==> src/rtl/gnn_0_example_load.sv <==
// Purpose : decodes one load instruction, kicks the DRAM read master, and streams
//           the returned beats into the on-chip buffer at consecutive (wrapping) addresses.
// Latency : buffer write lands 1 cycle after each AXIS handshake; one beat per cycle.
// Backpressure: s_axis_tready only while in STREAM with beats still owed; surplus beats stall.
//
// Ports:
//   aclk / areset             clock, synchronous active-high reset
//   ap_start / ap_done        launch pulse (honoured in IDLE only) / one-cycle completion pulse
//   ctrl_addr_offset          DRAM base address added to the instruction's dram_offset
//   ctrl_instruction          {xfer_size, dram_offset, beat_count, buf_start, unused} (16b fields, MSB first)
//   rd_ctrl_*                 read-master command: start pulse, done input, address, byte count
//   s_axis_*                  beat stream from the read master
//   load_write_buffer_*       buffer write port (valid / addr / data)
//   load_size_err             only with GNN_LOAD_SIZE_CHECK_EN: xfer_size disagrees with beat_count
//
// Build option: define GNN_LOAD_SIZE_CHECK_EN to add the load_size_err output and its check.

module gnn_0_example_load #(
    parameter int LOAD_INST_LENGTH   = 96,
    parameter int C_M_AXI_ADDR_WIDTH = 64,
    parameter int C_M_AXI_DATA_WIDTH = 512,
    parameter int C_XFER_SIZE_WIDTH  = 32,
    parameter int C_BUF_ADDR_WIDTH   = 11
) (
    input  logic                          aclk,
    input  logic                          areset,

    input  logic                          ap_start,
    output logic                          ap_done,
    input  logic [C_M_AXI_ADDR_WIDTH-1:0] ctrl_addr_offset,
    input  logic [LOAD_INST_LENGTH-1:0]   ctrl_instruction,

    output logic                          rd_ctrl_start,
    input  logic                          rd_ctrl_done,
    output logic [C_M_AXI_ADDR_WIDTH-1:0] rd_ctrl_addr_offset,
    output logic [C_XFER_SIZE_WIDTH-1:0]  rd_ctrl_xfer_size_in_bytes,

    input  logic                          s_axis_tvalid,
    output logic                          s_axis_tready,
    input  logic [C_M_AXI_DATA_WIDTH-1:0] s_axis_tdata,

`ifdef GNN_LOAD_SIZE_CHECK_EN
    output logic                          load_size_err,
`endif
    output logic                          load_write_buffer_valid,
    output logic [C_BUF_ADDR_WIDTH-1:0]   load_write_buffer_addr,
    output logic [C_M_AXI_DATA_WIDTH-1:0] load_write_buffer_data
);

    // ------------------------------------------------------------------
    // Instruction field decode (16-bit fields packed from the MSB down)
    // ------------------------------------------------------------------
    localparam int FIELD_W = 16;

    logic [FIELD_W-1:0] w_xfer_size;
    logic [FIELD_W-1:0] w_dram_offset;
    logic [FIELD_W-1:0] w_beat_count;
    logic [FIELD_W-1:0] w_buf_start;

    assign w_xfer_size   = ctrl_instruction[LOAD_INST_LENGTH-1  -: FIELD_W];
    assign w_dram_offset = ctrl_instruction[LOAD_INST_LENGTH-17 -: FIELD_W];
    assign w_beat_count  = ctrl_instruction[LOAD_INST_LENGTH-33 -: FIELD_W];
    assign w_buf_start   = ctrl_instruction[LOAD_INST_LENGTH-49 -: FIELD_W];

    // ------------------------------------------------------------------
    // State and datapath registers
    // ------------------------------------------------------------------
    typedef enum logic [2:0] {
        IDLE    = 3'd0,
        ISSUE   = 3'd1,
        STREAM  = 3'd2,
        WAIT_RD = 3'd3,
        DONE    = 3'd4
    } state_t;

    state_t r_state;
    state_t w_next_state;

    logic [FIELD_W-1:0]            r_beats_left;
    logic [C_BUF_ADDR_WIDTH-1:0]   r_buf_addr;     // address the next accepted beat will use
    logic                          r_rd_done_seen; // sticky copy of rd_ctrl_done for this transfer
    logic                          r_ap_done;
    logic [C_M_AXI_ADDR_WIDTH-1:0] r_rd_addr;
    logic [C_XFER_SIZE_WIDTH-1:0]  r_xfer_size;
    logic                          r_wr_vld;
    logic [C_BUF_ADDR_WIDTH-1:0]   r_wr_addr;
    logic [C_M_AXI_DATA_WIDTH-1:0] r_wr_data;

    logic w_start_acc;  // ap_start is only honoured while idle
    logic w_hs;         // beat accepted this cycle
    logic w_track_done; // states in which rd_ctrl_done is meaningful

    assign w_start_acc  = ap_start && (r_state == IDLE);
    assign w_hs         = s_axis_tvalid && s_axis_tready;
    assign w_track_done = (r_state == ISSUE) || (r_state == STREAM) || (r_state == WAIT_RD);

    // ------------------------------------------------------------------
    // Next-state and state-decoded outputs
    // ------------------------------------------------------------------
    always_comb begin
        w_next_state  = r_state;
        rd_ctrl_start = 1'b0;
        s_axis_tready = 1'b0;

        case (r_state)
            IDLE: begin
                if (ap_start) begin
                    // An empty load skips the read master entirely.
                    w_next_state = (w_beat_count != '0) ? ISSUE : DONE;
                end
            end
            ISSUE: begin
                rd_ctrl_start = 1'b1;
                w_next_state  = STREAM;
            end
            STREAM: begin
                s_axis_tready = (r_beats_left != '0);
                if (r_beats_left == '0) begin
                    w_next_state = r_rd_done_seen ? DONE : WAIT_RD;
                end
            end
            WAIT_RD: begin
                if (r_rd_done_seen) begin
                    w_next_state = DONE;
                end
            end
            DONE: begin
                w_next_state = IDLE;
            end
            default: begin
                w_next_state = IDLE;
            end
        endcase
    end

    // ------------------------------------------------------------------
    // Sequential state
    // ------------------------------------------------------------------
    always_ff @(posedge aclk) begin
        if (areset) begin
            r_state        <= IDLE;
            r_beats_left   <= '0;
            r_buf_addr     <= '0;
            r_rd_done_seen <= 1'b0;
            r_ap_done      <= 1'b0;
            r_rd_addr      <= '0;
            r_xfer_size    <= '0;
            r_wr_vld       <= 1'b0;
            r_wr_addr      <= '0;
            r_wr_data      <= '0;
        end else begin
            r_state <= w_next_state;

            // ap_done is the registered image of DONE, so it fires in the
            // cycle after DONE and lasts exactly one cycle.
            r_ap_done <= (r_state == DONE);

            if (w_start_acc) begin
                r_beats_left <= w_beat_count;
                r_buf_addr   <= w_buf_start[C_BUF_ADDR_WIDTH-1:0];
                // Carry out of the address width is intentionally dropped.
                r_rd_addr    <= ctrl_addr_offset + C_M_AXI_ADDR_WIDTH'(w_dram_offset);
                r_xfer_size  <= C_XFER_SIZE_WIDTH'(w_xfer_size);
            end

            // Write port: valid only in the cycle after a handshake;
            // address and data hold between writes.
            r_wr_vld <= w_hs;
            if (w_hs) begin
                r_wr_addr    <= r_buf_addr;
                r_wr_data    <= s_axis_tdata;
                r_buf_addr   <= r_buf_addr + C_BUF_ADDR_WIDTH'(1);  // wraps naturally
                r_beats_left <= r_beats_left - FIELD_W'(1);
            end

            if (w_next_state == IDLE) begin
                r_rd_done_seen <= 1'b0;
            end else if (w_track_done && rd_ctrl_done) begin
                r_rd_done_seen <= 1'b1;
            end
        end
    end

    assign ap_done                    = r_ap_done;
    assign rd_ctrl_addr_offset        = r_rd_addr;
    assign rd_ctrl_xfer_size_in_bytes = r_xfer_size;
    assign load_write_buffer_valid    = r_wr_vld;
    assign load_write_buffer_addr     = r_wr_addr;
    assign load_write_buffer_data     = r_wr_data;

`ifdef GNN_LOAD_SIZE_CHECK_EN
    // ------------------------------------------------------------------
    // Size consistency check: advisory only, the transfer is unaffected.
    // ------------------------------------------------------------------
    localparam int BEAT_BYTES = C_M_AXI_DATA_WIDTH / 8;

    logic [31:0] w_expected_bytes;
    logic        r_size_err;

    assign w_expected_bytes = 32'(w_beat_count) * 32'(BEAT_BYTES);

    always_ff @(posedge aclk) begin
        if (areset) begin
            r_size_err <= 1'b0;
        end else if (w_start_acc) begin
            r_size_err <= (32'(w_xfer_size) != w_expected_bytes);
        end
    end

    assign load_size_err = r_size_err;
`endif

endmodule

==> config.mk <==
export PLATFORM = sky130hd
export DESIGN_NAME = gnn_0_example_load
export DESIGN_NICKNAME = d
export VERILOG_FILES = /design/src/rtl/gnn_0_example_load.sv
export SDC_FILE = /design/constraint.sdc
export NUM_CORES = 1
export LEC_CHECK = 0
export BUFFER_PORTS_ARGS = -buffer_cell sky130_fd_sc_hd__buf_2
export CORE_AREA = 2 2 512 514
export DETAILED_ROUTE_END_ITERATION = 8
export DIE_AREA = 0 0 514 516
export MAX_ROUTING_LAYER = met4
export PLACE_DENSITY_LB_ADDON = 0.1
export SKIP_LAST_GASP = 1
export SLEW_MARGIN = 10
export SYNTH_ARGS = -nofsm -noshare
export SYNTH_HDL_FRONTEND = slang
export SYNTH_SLANG_ARGS = --single-unit
==> constraint.sdc <==
create_clock -name aclk -period 4.56 [get_ports aclk]
set_clock_uncertainty 0.2 [all_clocks]
set_input_delay 0.228 -clock aclk [delete_from_list [all_inputs] [get_ports aclk]]
set_output_delay 0.228 -clock aclk [all_outputs]
set_load 0.02 [all_outputs]
==> impl_metrics.csv <==
group,metric,value,unit
sta,post-route-period-util,0.977,
synthesis,ys_ff_latch,636,
sta,worst_pin_slew,0.913,ns
setup_path,crit_chain,"dlygate4sd3_1 -> buf_2 -> ha_1 -> dlygate4sd3_1 -> o21ai_0 -> or3_1 -> nor2_4 -> o21ai_1 -> or3_1 -> xor2_1 -> dlygate4sd3_1 -> a211oi_1 -> dlygate4sd3_1",
sta,tns,0,ns
global_route,first_global_vias,30900,
power_and_ir_drop,leakagePower,19.3,nW
synthesis,synth_mux_area_frac,0.000413,
sta,maxSlewHeadroom,0.387,
clock_tree,cts_buffers,95,
sta,finalHoldViolCount,0,
route,drtAntennaViolNets,0,
setup_path,start_kind,"primary input",
route,drc,0,
floorplan,die-area,0.265,mm2
setup_path,worst_ep_arrival_time,4.92,ns
synthesis,synth_ff_type,"dfxtp_1",
clock_tree,clockRootBuffer,"clkbuf_16",
clock_tree,clkTransAtPathRegs,0.06,ns
setup_path,end_kind,"register",
route,vias_per_cell,3.40,
route,vias,29400,
synthesis,synth.distinct_cells,67,
synthesis,ys_top_cells_by_count,"1138 x nand2_1, 636 x dfxtp_1, 575 x a21oi_1",
floorplan,ios,1300,
place,io_buffers,1246,
synthesis,synthSimpleGateAreaFrac,0.233,
setup_path,reg2reg_slack,0.66,ns
global_route,grt-ovfl-total,0,
final_layout,layout-drive-gt1-share,0.281,
final_layout,syn2layout_area_growth,92.7,%
setup_path,worst-setup-path-type,"primary input to register",
setup_path,path_common_cell,"dlygate4sd3_1",
synthesis,synth_top_cell_by_area,"dfxtp_1",
synthesis,ys_seq_area_frac,0.526,
synthesis,synth_fa_ha_area_frac,0.0106,
clock_tree,clock-sinks,636,
global_route,grt_pass1_wl,233000,um
place,hpwl,129000,um
worst_hold_path,worstHoldPathType,"primary input to register",
floorplan,initial_utilization,0.0935,
synthesis,synth-compound-area-share,0.169,
clock_tree,clk_latency,0.72,ns
final_layout,fin_nets,5849,
synthesis,syn-instance-count,3078,
route,wl,169000,um
clock_tree,cts_tree,"built",
clock_tree,post_cts_buffers,0,
power_and_ir_drop,powerDensity,350,mW/mm2
sta,min_period,4.45,ns
setup_path,cpPeakStageDelay,0.61,ns
global_route,grt_max_degree,115,
sta,finalHoldWorstSlack,0.102,ns
route,drt_first_pass_iters,5,
synthesis,synth_area,0.0242,mm2
global_route,track_usage,0.126,
route,routedWlPerCell,19.5,um
sta,finalMaxSlewViolations,0,
synthesis,synth_top_family_by_area,"simple AND/OR/NAND/NOR gates",
place,place.gp.congestion,0.794,
synthesis,post_synth_xor_area_fraction,0.0166,
synthesis,netlist.area_leader.share,0.526,
setup_path,path_max_fanout,6,
synthesis,yosysWarnings,0,
synthesis,synthTopCellsByArea,"dfxtp_1 53%, nand2_1 18%, a21oi_1 12%, clkbuf_1 2.5%, nor2_1 1.7%",
power_and_ir_drop,vdd_drop_max,0.235,mV
floorplan,design.core.area,0.259,mm2
sta,rsz0062_at_grt,"false",
sta,setup_viol,0,
synthesis,synthArstFlopShare,0,
setup_path,worstPathRequired,5.03,ns
synthesis,syn_avg_cell_area,7.87,um2
job,maxCapViolCount,0,
setup_path,critPathSlowestCell,"dlygate4sd3_1",
synthesis,synth_edf_count,0,
floorplan,fp.dieW,514,um
clock_tree,htree_levels,3,
floorplan,rows,187,
global_route,antenna_found_initial,57,
synthesis,synth.most_common_cell,"nand2_1",
outcome,outcome,"completed",
sta,max_freq,0.225,GHz
clock_tree,clock_path_buffers,3,
route,dr.first_iter.drc_count,1259,
floorplan,die_h,516,um
==> cells in the final DEF, fill, tap and decap left out, drive strengths merged, types with 5 or more instances in the layout <==
master and n:
xnor2 20, o21ai 26, nand4 10, nor4 22, buf 1296, a211oi 54
xor2 26, nand3 22, nor4b 6, inv 16, o2111ai 8, nor2 112
a21oi 576, diode 34, or3 11, dfxtp 636, nand2 1141, a311oi 10
ha 19, and3 25, nor3 22, clkbuf 144, clkinv 18, a221oi 7
o211ai 8, dlygate4sd3 906, a21o 6, o31ai 5, conb 16
==> path summary, 6_finish.rpt <==
check,start,end,depth (start not counted)
setup / recovery,ctrl_addr_offset[4],rd_ctrl_addr_offset[39]$_SDFFE_PP0P_,13
hold / removal,s_axis_tdata[289],load_write_buffer_data[289]$_SDFFE_PP0P_,4
setup reg to reg,r_state[1]$_SDFF_PP0_,rd_ctrl_addr_offset[12]$_SDFFE_PP0P_,7
hold reg to reg,rd_ctrl_addr_offset[6]$_SDFFE_PP0P_,rd_ctrl_addr_offset[6]$_SDFFE_PP0P_,2
==> timing repair <==
item | 4_1_cts | 5_1_grt
resized for setup | 0 | 1
hold buffers | 906 | 0
setup endpoints to repair | 0 | 2
hold endpoints to repair | 623 | 0
==> layer usage <==
| layer | GRT usage | wire length [um] |
|---|---|---|
| met1 | 0.134 | 66400 |
| met2 | 0.214 | 82600 |
| met3 | 0.0465 | 14800 |
| met4 | 0.0443 | 5530 |
| met5 | - | 0 |
==> cell type report <==
type                            count  area (um2)
Multi-Input combinational cell   2208       10500
Fill cell                       29800      213000
Inverter                            9        33.8
Clock inverter                     29         352
Clock buffer                      144        2800
Antenna cell                       34        85.1
Sequential cell                   636       12700
Tap cell                         3402        4260
Timing Repair Buffer             2202       15900
==> sequential cells by signal (all words and copies together), names as in the netlist, 3 cells and up <==
register                    count
r_beats_left                   16
load_write_buffer_addr         11
load_write_buffer_data        512
r_state                         3
rd_ctrl_addr_offset            64
r_buf_addr                     11
rd_ctrl_xfer_size_in_bytes     16
==> worst max-delay path: cells and delay by family <==
family	cells	cell delay [ns]
adder cells (fa/ha/maj)	1	0.27
AND/OR/NAND/NOR	3	1.19
buffers and inverters	5	2.42
AO/OA/AOI/OAI	3	0.68
XOR/XNOR	1	0.14
==> metrics by stage <==
| stage | cells | setup WS [ns] | cell area [um2] | util | power, mW |
|---|---|---|---|---|---|
| finish | 8664 | 0.107 | 46700 | 0.180 | 16.3 |
| detailed placement | 7551 | 1.18 | 34400 | 0.133 | 8.20 |
| global route | 8661 | 0.0836 | 46700 | 0.180 | 17.2 |
| CTS | 8630 | 0.210 | 46600 | 0.180 | 16.9 |
| floorplan | 3093 | 1.94 | 24300 | - | 7.11 |
| global placement | 7551 | 1.15 | 34400 | 0.133 | 8.21 |
==> logic make-up after synthesis <==
family | count (synthesis)
AO/OA/AOI/OAI | 731
adder cells (fa/ha/maj) | 20
other | 1
flip-flops | 636
multiplexers | 1
buffers and inverters | 249
AND/OR/NAND/NOR | 1394
XOR/XNOR | 46
==> report_power, final <==
group | switching, mW | internal [mW] | leakage, nW
Clock | 3.15 | 4.47 | 1.56
Sequential | 0.145 | 5.81 | 5.16
Combinational | 1.55 | 1.21 | 12.6
Total | 4.85 | 11.5 | 19.3
Power figures use the tool's default switching activity.
